<file path="src/rtl/joypad.sv">
// Joypad controller for the P1 register at 0xFF00: two-flop synchroniser,
// per-button debounce, group select register, read mux and interrupt pulse.
module joypad #(
  parameter int unsigned DEBOUNCE = 20000,
  parameter int unsigned CW       = 16
) (
  input  logic        clock,
  input  logic        resetn,
  input  logic [15:0] address,
  input  logic [7:0]  outdata,
  output logic [7:0]  data,
  input  logic        load,
  input  logic        store,
  input  logic [7:0]  btn_n,
  output logic        joy_int,
  output logic [7:0]  dbtn
);

  localparam logic [CW-1:0] CNT_LAST = CW'(DEBOUNCE - 1);

  logic [7:0]    s1;
  logic [7:0]    s2;
  logic [7:0]    stable;      // debounced level, active-low like btn_n
  logic [CW-1:0] cnt [8];
  logic [1:0]    sel;
  logic [3:0]    prev_nib;
  logic [3:0]    nib;
  logic [3:0]    dir;
  logic [3:0]    act;
  logic          hit;
  logic          unused_outdata;

  assign hit            = (address == 16'hff00);
  assign unused_outdata = ^{outdata[7:6], outdata[3:0]};

  // Two-stage synchroniser for the asynchronous button inputs
  always_ff @(posedge clock) begin
    if (!resetn) begin
      s1 <= '1;
      s2 <= '1;
    end else begin
      s1 <= btn_n;
      s2 <= s1;
    end
  end

  // Per-bit debounce: accept a new level only after DEBOUNCE consecutive differing samples
  always_ff @(posedge clock) begin
    if (!resetn) begin
      stable <= '1;
      for (int unsigned i = 0; i < 8; i++) cnt[i] <= '0;
    end else begin
      for (int unsigned i = 0; i < 8; i++) begin
        if (s2[i] == stable[i]) begin
          cnt[i] <= '0;
        end else if (cnt[i] == CNT_LAST) begin
          stable[i] <= s2[i];
          cnt[i]    <= '0;
        end else begin
          cnt[i] <= cnt[i] + 1'b1;
        end
      end
    end
  end

  assign dbtn = ~stable;
  assign dir  = dbtn[3:0];
  assign act  = dbtn[7:4];

  // Selected-group nibble, active-low; a set sel bit deselects its group
  always_comb begin
    nib = ~((sel[0] ? 4'h0 : dir) | (sel[1] ? 4'h0 : act));
  end

  // Read mux; zero when not addressed since the top level ORs peripheral data
  always_comb begin
    data = 8'h00;
    if (load && hit) data = {2'b11, sel, nib};
  end

  // P1 group select register
  always_ff @(posedge clock) begin
    if (!resetn) begin
      sel <= 2'b11;
    end else if (store && hit) begin
      sel <= outdata[5:4];
    end
  end

  // Interrupt on any falling nibble bit, registered one cycle after the change
  always_ff @(posedge clock) begin
    if (!resetn) begin
      prev_nib <= 4'hf;
      joy_int  <= 1'b0;
    end else begin
      prev_nib <= nib;
      joy_int  <= |(prev_nib & ~nib);
    end
  end

endmodule
</file>
<file path="config.mk">
export PLATFORM = sky130hd
export DESIGN_NAME = joypad
export DESIGN_NICKNAME = d
export VERILOG_FILES = /design/src/rtl/joypad.sv
export SDC_FILE = /design/constraint.sdc
export NUM_CORES = 1
export LEC_CHECK = 0
export CAP_MARGIN = 20
export CORE_MARGIN = 5
export CORE_UTILIZATION = 60
export DETAILED_ROUTE_END_ITERATION = 6
export HOLD_SLACK_MARGIN = 0.06
export PLACE_DENSITY_LB_ADDON = 0.15
export SETUP_SLACK_MARGIN = 0.02
export SLEW_MARGIN = 20
export SYNTH_ARGS = -nofsm -noshare
export SYNTH_HDL_FRONTEND = slang
export SYNTH_SLANG_ARGS = --single-unit
</file>
<file path="constraint.sdc">
create_clock -name clock -period 2.9 [get_ports clock]
set_input_delay 0.29 -clock clock [delete_from_list [all_inputs] [get_ports clock]]
set_output_delay 0.29 -clock clock [all_outputs]
set_load 0.1 [all_outputs]
</file>
Word-level counts from Yosys, hierarchy flattened
Memory sizes are Yosys's and may differ from the RTL's. Index checks and enable logic that the tools add are counted.

Register bits: 31. Latch bits: 0. Bits in writable memories: 128. ROM bits: 0. Bits of input ports: 36. Output and inout port bits: 17. Logic and storage cells: 203. Memories kept: 1.

$add $sub $neg: 8. Multipliers: 0. Divide/modulo/power cells: 0. Order comparisons: 0. Equal/unequal tests: 17. Shifts and indexed selects: 0. Multiplexer cells: 116. Bitwise operators: 37. Reduce and logical (&&, ||, !) cells: 11.

Memory list: cnt (depth 8, bits a word 16, read ports 8, clocked after Yosys merged registers in 0, write ports 8, RTL line 24) `logic [CW-1:0] cnt [8];`.

Operators with widths (count): 16-bit 2-to-1 mux (24); 16-bit by 1-bit adder with 16-bit output (second input constant) (8); 16-bit by 15-bit equality test with 1-bit output (second input constant) (8); 1-bit 2-to-1 mux (89); 1-bit bitwise OR (24); 16-bit equality test (second input constant) (1); 2-bit AND reduction (8); 1-bit equality test (8); 4-bit 2-to-1 mux (2); 8-bit 2-to-1 mux (1); 1-bit inverter (8); 4-bit inverter (2); 8-bit inverter (1); 4-bit AND (1); 4-bit bitwise OR (1); 4-bit OR reduction (1); 1-bit logical AND (2).

Longest topological paths before layout
Gate-level depths: netlist (run 1).

Word-level depth: 7. Depth in mapped cells: 7. Mapped depth without buffers: 5.

Least setup slack after synthesis (run 1)
OpenSTA, ideal clock, no wires.

Kind: input -> output. Start point: input address[2]. End point: output data[0]. Arrival time: 2.789 ns. Data required time: 2.610 ns. Path slack: -0.179 ns. Stages on the path: 4. Path buffers: 0. Path through: or4b_2 > nor4_4 > nand2_1 > nor2_1.

Word-level cells in the longest chain between the ends: 3.

RTL lines: start, declared (RTL line 9) `input logic [15:0] address,`; 16-bit equality test (RTL line 33) `assign hit = (address == 16'hff00);`; 1-bit logical AND (RTL line 78) `if (load && hit) data = {2'b11, sel, nib};`; 8-bit 2-to-1 mux (RTL line 78); end, declared (RTL line 11) `output logic [7:0] data,`.

Every way passes these cells.

Final worst setup path (run 1)
Start point: input address[2]. End point: output data[1].

Same word-level chain as after synthesis.

==> impl_metrics.env, run 1 <==
export IMPL_number_of_distinct_library_cells_after_synthesis=39
export IMPL_avgViaCountPerCell=5.292
export IMPL_drt_pass1_iterations=6
export IMPL_power_ir_vdd_worst_mv=0.3944
export IMPL_die_h_um=126.1
export IMPL_synth_seq_area_share=0.5517
export IMPL_cp_required_ns=2.61
export IMPL_start_util=0.6110
export IMPL_floorplan_die_width_um=126.1
export IMPL_critical_path_startpoint_type="input port"
export IMPL_min_period_ns=2.690
export IMPL_asyncSetResetFlopFracSynth=0
export IMPL_antenna_left=0
export IMPL_critical_path_class="input port to primary output"
export IMPL_layout_filler_cells=962
export IMPL_fp_coreArea_um2=13240
export IMPL_number_of_warnings_reported_in_the_yosys_synthesis_log=0
export IMPL_antenna_diode_count=0
export IMPL_cp_data_arrival_time_ns=2.40
export IMPL_cts_path_max_buffers=2
export IMPL_crit_path_max_fanout=5
export IMPL_detailedPlace_worstSlack_ns=0.1911
export IMPL_setup_fix_bufs_post_cts=0
export IMPL_grt_start_max_net_pins=19
export IMPL_post_synth_top_area_cell="sky130_fd_sc_hd__edfxtp_1"
export IMPL_syn_cell_area_um2=8092
export IMPL_synth_area_leaders="sky130_fd_sc_hd__edfxtp_1 48%, sky130_fd_sc_hd__xnor2_1 8.2%, sky130_fd_sc_hd__dfxtp_1 7.7%"
export IMPL_multi_input_comb_area_um2=3871
export IMPL_top_cell_type_s_share_of_synthesized_area=0.4750
export IMPL_max_slew_margin_rel=0.6205
export IMPL_post_drt_wl_per_cell_um=13.56
export IMPL_global_route_overflow_total=0
export IMPL_ctsHtreeMaxLevel=4
export IMPL_row_count=42
export IMPL_routed_via_count=5948
export IMPL_design_die_area_um2=15910
export IMPL_timing_clock_skew_ns=0.005976
export IMPL_status="complete, no violations"
export IMPL_final_setup_viol_count=0
export IMPL_syn_inst=757
export IMPL_detailed_place_hpwl_mm=11.10
export IMPL_detail_route_drc_violations=0
export IMPL_nets=979
export IMPL_number_of_global_route_vias_before_repair=5815
export IMPL_clk_pin_slew_worst_paths_ns=0.06
export IMPL_routed_wirelength_mm=15.24
export IMPL_hp_class="input port to register"
export IMPL_clock_sink_count=159
export IMPL_number_of_max_capacitance_violations_reported=0
export IMPL_tritoncts_num_buffers=17
export IMPL_placed_area_um2=9211
export IMPL_grt_setup_unrepaired="false"
export IMPL_cts_repair_resized=0
export IMPL_chain_of_cells_forming_the_critical_path="clkdlybuf4s50_1, or4b_2, nor4_4, nand2_1, nor2_1, buf_12"
export IMPL_syn_area_per_cell_um2=10.69
export IMPL_drive_above_1_share=0.07278
export IMPL_leakage_nw=3.495
export IMPL_fin_ws_ns=0.2096
export IMPL_antenna_found_initial=1
export IMPL_design_portCount=53
export IMPL_fmax_ghz=0.3717
export IMPL_post_route_fraction_of_the_period_consumed_by_the_critical_path=0.9277
export IMPL_p_per_area_nw_per_um2=506.7
export IMPL_synthMostInstantiatedCell="sky130_fd_sc_hd__nor2_1"
export IMPL_register_area_um2=4464
export IMPL_max_stage_delay_ns=0.70
export IMPL_routability_cong=0.8489
export IMPL_cts_tree="built"
export IMPL_first_pass_grt_wire_length_mm=25.94
export IMPL_synth_common_cells="138 x sky130_fd_sc_hd__nor2_1, 128 x sky130_fd_sc_hd__edfxtp_1, 76 x sky130_fd_sc_hd__xnor2_1, 50 x sky130_fd_sc_hd__nand2_1, 45 x sky130_fd_sc_hd__nand3_1"
export IMPL_cts_root_buffer="sky130_fd_sc_hd__clkbuf_16"
export IMPL_worst_slew_pin_transition_ns=0.5677
export IMPL_final_hold_violation_count=0
export IMPL_worst_path_max_delay_cell="sky130_fd_sc_hd__or4b_2"
export IMPL_detail_route_iter0_violations=313
export IMPL_finish_instance_area_um2=9774
export IMPL_buffer_ports_inserted=46
export IMPL_synth_edf_count=128
export IMPL_stdcell_count=1124
export IMPL_timing_max_transition_violations_final=0
export IMPL_dp_cells=1092
export IMPL_cts_hold_fix_buffers=0
export IMPL_clkLatencyLatePin_ns=0.42
export IMPL_area_growth_pct=20.80
export IMPL_all_layer_global_routing_usage=0.1985
export IMPL_worstSetupEndpointType="primary output"
export IMPL_ys_ff_latch=159
export IMPL_synth_flop_cell="sky130_fd_sc_hd__edfxtp_1"
[final timing paths]
path	cells past startpoint	startpoint	to	slack, ns
setup / recovery	6	address[2]	data[1]	0.21
hold / removal	2	resetn	prev_nib[2]	0.21
setup reg to reg	4	cnt[1][13]	cnt[1][15]	0.62
hold reg to reg	1	s1[2]	s2[2]	0.41
[placed cells by master (no fill, tap or decap), drive strengths merged, types with 2 or more instances in the layout]
master,count
a21bo,2
a21oi,6
a22oi,2
a31oi,2
and3,4
and4,10
buf,21
clkbuf,22
clkdlybuf4s50,28
clkinv,7
clkinvlp,2
conb,128
dfxtp,31
edfxtp,128
ha,8
inv,33
mux2i,8
nand2,50
nand2b,17
nand3,51
nand3b,2
nand4,36
nand4b,2
nor2,138
nor3,27
nor4,29
nor4b,3
o21ai,2
o22ai,4
o41ai,2
or3,4
or4,13
or4b,9
xnor2,76
xor2,39
[cell families after synthesis]
group                    share of synthesized area
AND/OR/NAND/NOR                             0.2553
flip-flops                                  0.5517
XOR/XNOR                                    0.1245
buffers and inverters                      0.02876
AO/OA/AOI/OAI                              0.01701
adder cells (fa/ha/maj)                    0.01237
multiplexers                              0.009897
other                                    0.0004634
[metrics by stage]
step           total power (W)  TNS (ns)  hold WS [ns]    util
6_report              0.004953         0        0.2120  0.7381
5_1_grt               0.005146         0        0.2085  0.7381
4_1_cts               0.004986         0        0.2007  0.7381
3_5_place_dp          0.002912         0        0.3939  0.6956
3_3_place_gp          0.002899         0        0.3900  0.6956
2_1_floorplan         0.002826   -0.7173        0.3863       -
[worst max-delay path: cells and delay by family]
family                 cells  cell delay [ns]
buffers and inverters      2             0.61
and+or+nand+nor            4             1.50
[report_power, final]
| part | total (W) | switching, W | internal (W) |
|---|---|---|---|
| Clock | 0.00208 | 0.000848 | 0.00123 |
| Sequential | 0.00265 | 0.0000939 | 0.00255 |
| Combinational | 0.000228 | 0.000120 | 0.000108 |
| Total | 0.00495 | 0.00106 | 0.00389 |
[routing by layer]
metal | global-route usage | up-vias | routed length, um
met5 | 0 | - | 13
met4 | 0.08202 | 2 | 315
met3 | 0.05165 | 30 | 664
met2 | 0.3352 | 129 | 7618
met1 | 0.2428 | 2834 | 6623
li1 | - | 2953 | -
[registers in the layout, summed over array words and instances, names as in the netlist]
signal / flops
joy_int: 1
s2: 8
sel: 2
stable: 8
prev_nib: 4
cnt: 128
s1: 8
[cell type report]
cell class                      instances  share of cell area
Sequential cell                       159              0.4567
Multi-Input combinational cell        676              0.3961
Timing Repair Buffer                   49             0.05479
Clock buffer                           22             0.05184
Tap cell                              176             0.02253
Inverter                               32             0.01229
Clock inverter                         10            0.005760
No activity file was read; power rests on OpenSTA's default activity.
==> run 2, diff against run 1 <==
--- a/config.mk
+++ b/config.mk
@@ -8,6 +8,7 @@
 export CAP_MARGIN = 20
 export CORE_MARGIN = 5
 export CORE_UTILIZATION = 60
+export CTS_CLUSTER_DIAMETER = 120
 export DETAILED_ROUTE_END_ITERATION = 6
 export HOLD_SLACK_MARGIN = 0.06
 export PLACE_DENSITY_LB_ADDON = 0.15
==> constraint.sdc (replaced) <==
create_clock -name clock -period 3.4 [get_ports clock]
set_input_delay 0.34 -clock clock [delete_from_list [all_inputs] [get_ports clock]]
set_output_delay 0.34 -clock clock [all_outputs]
set_load 0.1 [all_outputs]
==> run 2 against run 1 <==
Wire length is 1.4% lower. Non-clock buffer count is 2 lower. Total power is 12% lower. Critical path type unchanged. Critical endpoint is now data[3]. Via count is 1.3% lower. Die area stayed put.
==> impl_metrics.env, run 2 (synthesis gave the netlist of run 1 again) <==
export IMPL_mostFrequentLayoutCell="sky130_fd_sc_hd__nor2_1"
export IMPL_buffer_ports_inserted=46
export IMPL_crit_path_max_fanout=6
export IMPL_clk_pin_slew_worst_paths_ns=0.06
export IMPL_power_ir_vdd_worst_mv=0.3368
export IMPL_comb_power_share=0.044
export IMPL_drive_above_1_share=0.06025
export IMPL_antenna_found_initial=1
export IMPL_dp_cells=1090
export IMPL_stdcell_count=1122
export IMPL_detailed_place_hpwl_mm=10.95
export IMPL_nets=977
export IMPL_hp_class="input port to register"
export IMPL_grt_setup_unrepaired="false"
export IMPL_max_slew_margin_rel=0.3348
export IMPL_all_layer_global_routing_usage=0.1982
export IMPL_worstSetupEndpointType="primary output"
export IMPL_leakage_nw=3.474
export IMPL_timing_max_transition_violations_final=0
export IMPL_routability_cong=0.8903
export IMPL_ctsHtreeMaxLevel=4
export IMPL_start_util=0.6110
export IMPL_critical_path_startpoint_type="input port"
export IMPL_detail_route_drc_violations=0
export IMPL_area_growth_pct=21.23
export IMPL_number_of_global_route_vias_before_repair=5770
export IMPL_final_setup_viol_count=0
export IMPL_drt_pass1_iterations=6
export IMPL_post_route_fraction_of_the_period_consumed_by_the_critical_path=0.8400
export IMPL_cp_data_arrival_time_ns=2.52
export IMPL_min_period_ns=2.856
export IMPL_cts_root_buffer="sky130_fd_sc_hd__clkbuf_16"
export IMPL_worst_slew_pin_transition_ns=0.9947
export IMPL_first_pass_grt_wire_length_mm=25.84
export IMPL_global_route_overflow_total=0
export IMPL_grt_start_max_net_pins=30
export IMPL_layout_filler_cells=956
export IMPL_p_int_w=0.003434
export IMPL_p_per_area_nw_per_um2=442.9
export IMPL_setup_fix_bufs_post_cts=0
export IMPL_cp_required_ns=3.06
export IMPL_cts_path_max_buffers=2
export IMPL_fmax_ghz=0.3502
export IMPL_antenna_left=0
export IMPL_tritoncts_num_buffers=17
export IMPL_pwr_share_seq=0.519
export IMPL_status="complete, no violations"
export IMPL_routed_via_count=5872
export IMPL_cts_hold_fix_buffers=0
export IMPL_cts_repair_resized=0
export IMPL_largest_register_by_flop_count="cnt"
export IMPL_totalNegativeSetupSlack_ns=0
export IMPL_final_cell_mix="138 x sky130_fd_sc_hd__nor2_1, 128 x sky130_fd_sc_hd__edfxtp_1, 128 x sky130_fd_sc_hd__conb_1"
export IMPL_design_die_area_um2=15910
export IMPL_design_portCount=53
export IMPL_number_of_max_capacitance_violations_reported=0
export IMPL_power_switching_fraction=0.2097
export IMPL_fp_coreArea_um2=13240
export IMPL_power_switching_w=0.0009110
export IMPL_cts_tree="built"
export IMPL_routed_wirelength_mm=15.03
export IMPL_timing_clock_skew_ns=0.007365
export IMPL_critical_path_class="input port to primary output"
export IMPL_detail_route_iter0_violations=305
export IMPL_clock_sink_count=159
export IMPL_largest_register_ff_count=128
export IMPL_floorplan_die_width_um=126.1
export IMPL_p_clk_frac=0.436
export IMPL_clkLatencyLatePin_ns=0.42
export IMPL_post_drt_wl_per_cell_um=13.39
export IMPL_die_h_um=126.1
export IMPL_antenna_diode_count=0
export IMPL_avgViaCountPerCell=5.234
export IMPL_row_count=42
export IMPL_final_hold_violation_count=0
==> run 2: cell types whose count changed in the layout (fill, tap and decap cells not counted), sizes merged <==
cell,change
buf,-11
clkdlybuf4s50,+9
bufinv,+3
clkbuf,-2
inv,-1
==> run 2: path summary, 6_finish.rpt <==
| path | slack (ns) | cells past startpoint | from | end |
|---|---|---|---|---|
| worst max-delay path | 0.54 | 6 | address[2] | data[3] |
| worst min-delay path | 0.39 | 2 | resetn | stable[5] |
| worst max register to register | 1.11 | 4 | cnt[1][13] | cnt[1][13] |
| worst min register to register | 0.41 | 1 | s1[3] | s2[3] |
==> run 2: metal layers <==
| layer | up-vias | share of wire | track usage |
|---|---|---|---|
| met1 | 2769 | 0.44 | 0.2475 |
| met4 | 2 | 0.017 | 0.07823 |
| met5 | - | 0.00087 | 0 |
| li1 | 2956 | - | - |
| met2 | 122 | 0.50 | 0.3349 |
| met3 | 23 | 0.040 | 0.04615 |
==> run 2: critical path: stages <==
cell and delay (ns):
sky130_fd_sc_hd__clkdlybuf4s50_1 0.40, sky130_fd_sc_hd__or4b_2 0.71, sky130_fd_sc_hd__nor4_4 0.42, sky130_fd_sc_hd__nand2_1 0.20, sky130_fd_sc_hd__nor2_1 0.24, sky130_fd_sc_hd__buf_12 0.21
==> run 2: metrics by stage <==
step	setup WS [ns]	hold slack [ns]	area, um2	util	total power [W]
floorplan	0.2207	0.3863	8568	-	0.002410
global placement	0.5489	0.3896	9219	0.6961	0.002471
detailed placement	0.5118	0.3917	9219	0.6961	0.002482
CTS	0.5130	0.3661	9809	0.7407	0.004373
global route	0.3401	0.3992	9809	0.7407	0.004510
finish	0.5441	0.3864	9809	0.7407	0.004345
==> run 2: cell type report <==
class / instances / area (um2) / area share
multi-input cells: 676 / 3871 / 0.3946
well taps: 176 / 220.2 / 0.02245
clock inverters: 12 / 143.9 / 0.01467
repair buffers: 47 / 543.0 / 0.05536
inverters: 32 / 120.1 / 0.01224
flip-flops and latches: 159 / 4464 / 0.4551
clock buffers: 20 / 446.7 / 0.04554
==> run 2: power by group through the flow <==
stage                     Sequential, W  Clock [W]  Combinational [W]
final                           0.00226    0.00190           0.000193
after global routing            0.00227    0.00202           0.000220
after CTS                       0.00225    0.00193           0.000189
after detailed placement        0.00230          0           0.000186
after global placement          0.00229          0           0.000181
after floorplan                 0.00227          0           0.000138
==> run 3, diff against run 2 <==
--- a/config.mk
+++ b/config.mk
@@ -7,7 +7,7 @@
 export LEC_CHECK = 0
 export CAP_MARGIN = 20
 export CORE_MARGIN = 5
-export CORE_UTILIZATION = 60
+export CORE_UTILIZATION = 54
 export CTS_CLUSTER_DIAMETER = 120
 export DETAILED_ROUTE_END_ITERATION = 6
 export HOLD_SLACK_MARGIN = 0.06
==> constraint.sdc (replaced) <==
create_clock -name clock -period 2.51 [get_ports clock]
set_input_delay 0.251 -clock clock [delete_from_list [all_inputs] [get_ports clock]]
set_output_delay 0.251 -clock clock [all_outputs]
set_load 0.1 [all_outputs]
==> run 3 against run 2 <==
Worst setup slack lost 0.41 ns. Via count grew 0.72%. First-iteration DRC count grew 16%. Global-route usage shrank 2.3 points. Clock-buffer cell count grew 2. Critical path type unchanged. Flip-flop and latch count is the same. Largest cell class unchanged. Register-to-register slack lost 0.84 ns. Sequential power grew 35%. Critical path depth grew 1. Wire length shrank 0.59%. Clock skew is essentially flat. Sequential share of layout area shrank 0.070 points.
==> impl_metrics.env, run 3 (synthesis gave the netlist of run 1 again) <==
export IMPL_status="complete, no violations"
export IMPL_avgViaCountPerCell=5.211
export IMPL_worst_setup_path_startpoint="address[1]"
export IMPL_area_growth_pct=21.42
export IMPL_detail_route_iter0_violations=353
export IMPL_worst_path_dominant_cell_family="simple AND/OR/NAND/NOR gates"
export IMPL_fp_coreArea_um2=14590
export IMPL_first_pass_grt_wire_length_mm=25.38
export IMPL_placed_area_um2=9258
export IMPL_worstSetupEndpointType="primary output"
export IMPL_global_route_overflow_total=0
export IMPL_routed_wirelength_mm=14.94
export IMPL_cp_buffers_inverters=3
export IMPL_post_drt_wl_per_cell_um=13.16
export IMPL_clk_pin_slew_worst_paths_ns=0.06
export IMPL_clock_sink_count=159
export IMPL_routability_cong=0.8188
export IMPL_critical_path_startpoint_type="input port"
export IMPL_number_of_max_capacitance_violations_reported=0
export IMPL_max_stage_delay_ns=0.57
export IMPL_cts_hold_fix_buffers=0
export IMPL_all_layer_global_routing_usage=0.1756
export IMPL_critical_path_class="input port to primary output"
export IMPL_antenna_left=0
export IMPL_crit_path_max_fanout=5
export IMPL_timing_max_transition_violations_final=0
export IMPL_largest_register_ff_count=128
export IMPL_floorplan_die_width_um=132.4
export IMPL_buffer_ports_inserted=46
export IMPL_timing_clock_skew_ns=0.007250
export IMPL_cts_path_max_buffers=2
export IMPL_final_cell_mix="134 x sky130_fd_sc_hd__nor2_1, 128 x sky130_fd_sc_hd__edfxtp_1, 128 x sky130_fd_sc_hd__conb_1"
export IMPL_leakage_nw=3.493
export IMPL_hp_class="input port to register"
export IMPL_timing_rr_end="cnt[1][60]"
export IMPL_clkLatencyLatePin_ns=0.42
export IMPL_drive_above_1_share=0.07992
export IMPL_rr_worst_depth=4
export IMPL_detailed_place_hpwl_mm=11.02
export IMPL_register_area_um2=4464
export IMPL_totalNegativeSetupSlack_ns=0
export IMPL_design_die_area_um2=17530
export IMPL_row_count=44
export IMPL_multi_input_comb_area_um2=3901
export IMPL_die_h_um=132.4
export IMPL_grt_setup_unrepaired="false"
export IMPL_p_per_area_nw_per_um2=576.6
export IMPL_cp_data_arrival_time_ns=2.13
export IMPL_chain_of_cells_forming_the_critical_path="clkdlybuf4s50_1, or4_1, nor4_4, nand2_1, buf_6, nor2_4, buf_12"
export IMPL_min_delay_path_depth=2
export IMPL_largest_register_by_flop_count="cnt"
export IMPL_post_route_fraction_of_the_period_consumed_by_the_critical_path=0.9475
export IMPL_final_hold_violation_count=0
export IMPL_antenna_diode_count=0
export IMPL_design_portCount=53
export IMPL_startpoint_of_the_lowest_slack_hold_path="resetn"
export IMPL_antenna_found_initial=0
export IMPL_cts_tree="built"
export IMPL_final_setup_viol_count=0
export IMPL_number_of_global_route_vias_before_repair=5698
export IMPL_mostFrequentLayoutCell="sky130_fd_sc_hd__nor2_1"
export IMPL_final_core_util=0.6734
export IMPL_routed_via_count=5914
export IMPL_min_period_ns=2.378
export IMPL_max_slew_margin_rel=0.6459
export IMPL_hold_path_endpoint="stable[6]"
export IMPL_start_util=0.5546
export IMPL_fmax_ghz=0.4205
export IMPL_layout_filler_cells=1103
export IMPL_detail_route_drc_violations=0
export IMPL_worst_slew_pin_transition_ns=0.5312
export IMPL_drt_pass1_iterations=6
export IMPL_ff2ff_setup_slack_ns=0.27
export IMPL_grt_start_max_net_pins=19
export IMPL_ctsHtreeMaxLevel=4
export IMPL_tritoncts_num_buffers=17
export IMPL_worst_path_max_delay_cell="sky130_fd_sc_hd__or4_1"
export IMPL_worstReg2RegStart="cnt[1][53]"
export IMPL_finish_instance_area_um2=9824
export IMPL_power_ir_vdd_worst_mv=0.4824
export IMPL_cts_root_buffer="sky130_fd_sc_hd__clkbuf_16"
export IMPL_cp_required_ns=2.26
export IMPL_nets=982
[run 3: metal layers]
layer  up-vias  part of all wire  GRT usage
met3        29             0.032    0.03683
met2       123              0.52     0.3034
met4         0             0.018    0.07127
met1      2802              0.43     0.2144
li1       2960                 -          -
met5         -                 0          0
[run 3: final cells by class]
cell class,count,area share
clock inverter,10,0.005858
clock buffer,22,0.04941
timing repair buffer,52,0.05718
inverter,32,0.01261
sequential,159,0.4544
tap,184,0.02343
multi-input combinational,676,0.3971
[run 3: how the worst max path moves through the flow]
stage | to | slack, ns | cells after the start
after floorplan | data[0] | -0.13 | 4
after global placement | data[2] | -0.01 | 7
after detailed placement | data[0] | -0.04 | 7
after CTS | data[2] | 0.12 | 7
after global routing | data[0] | 0.05 | 7
final | data[3] | 0.13 | 7
[run 3: what timing repair did]
item | in CTS | in global routing
setup buffers | 0 | 0
setup endpoints to repair | 4 | 0
gates resized for setup | 5 | 0
[run 3: stage by stage]
step	hold WS (ns)	total power, W	std cells	setup WS (ns)
floorplan	0.3525	0.003265	884	-0.1341
global placement	0.3885	0.003350	1103	-0.01288
detailed placement	0.3961	0.003362	1103	-0.04015
CTS	0.1058	0.005723	1135	0.1162
global route	0.1165	0.005889	1135	0.05159
finish	0.1207	0.005665	1135	0.1319
[run 3: power breakdown]
| group | leakage, nW | switching [W] | internal, W |
|---|---|---|---|
| Sequential | 1.58 | 0.000108 | 0.00295 |
| Clock | 0.276 | 0.000981 | 0.00137 |
| Combinational | 1.64 | 0.000135 | 0.000125 |
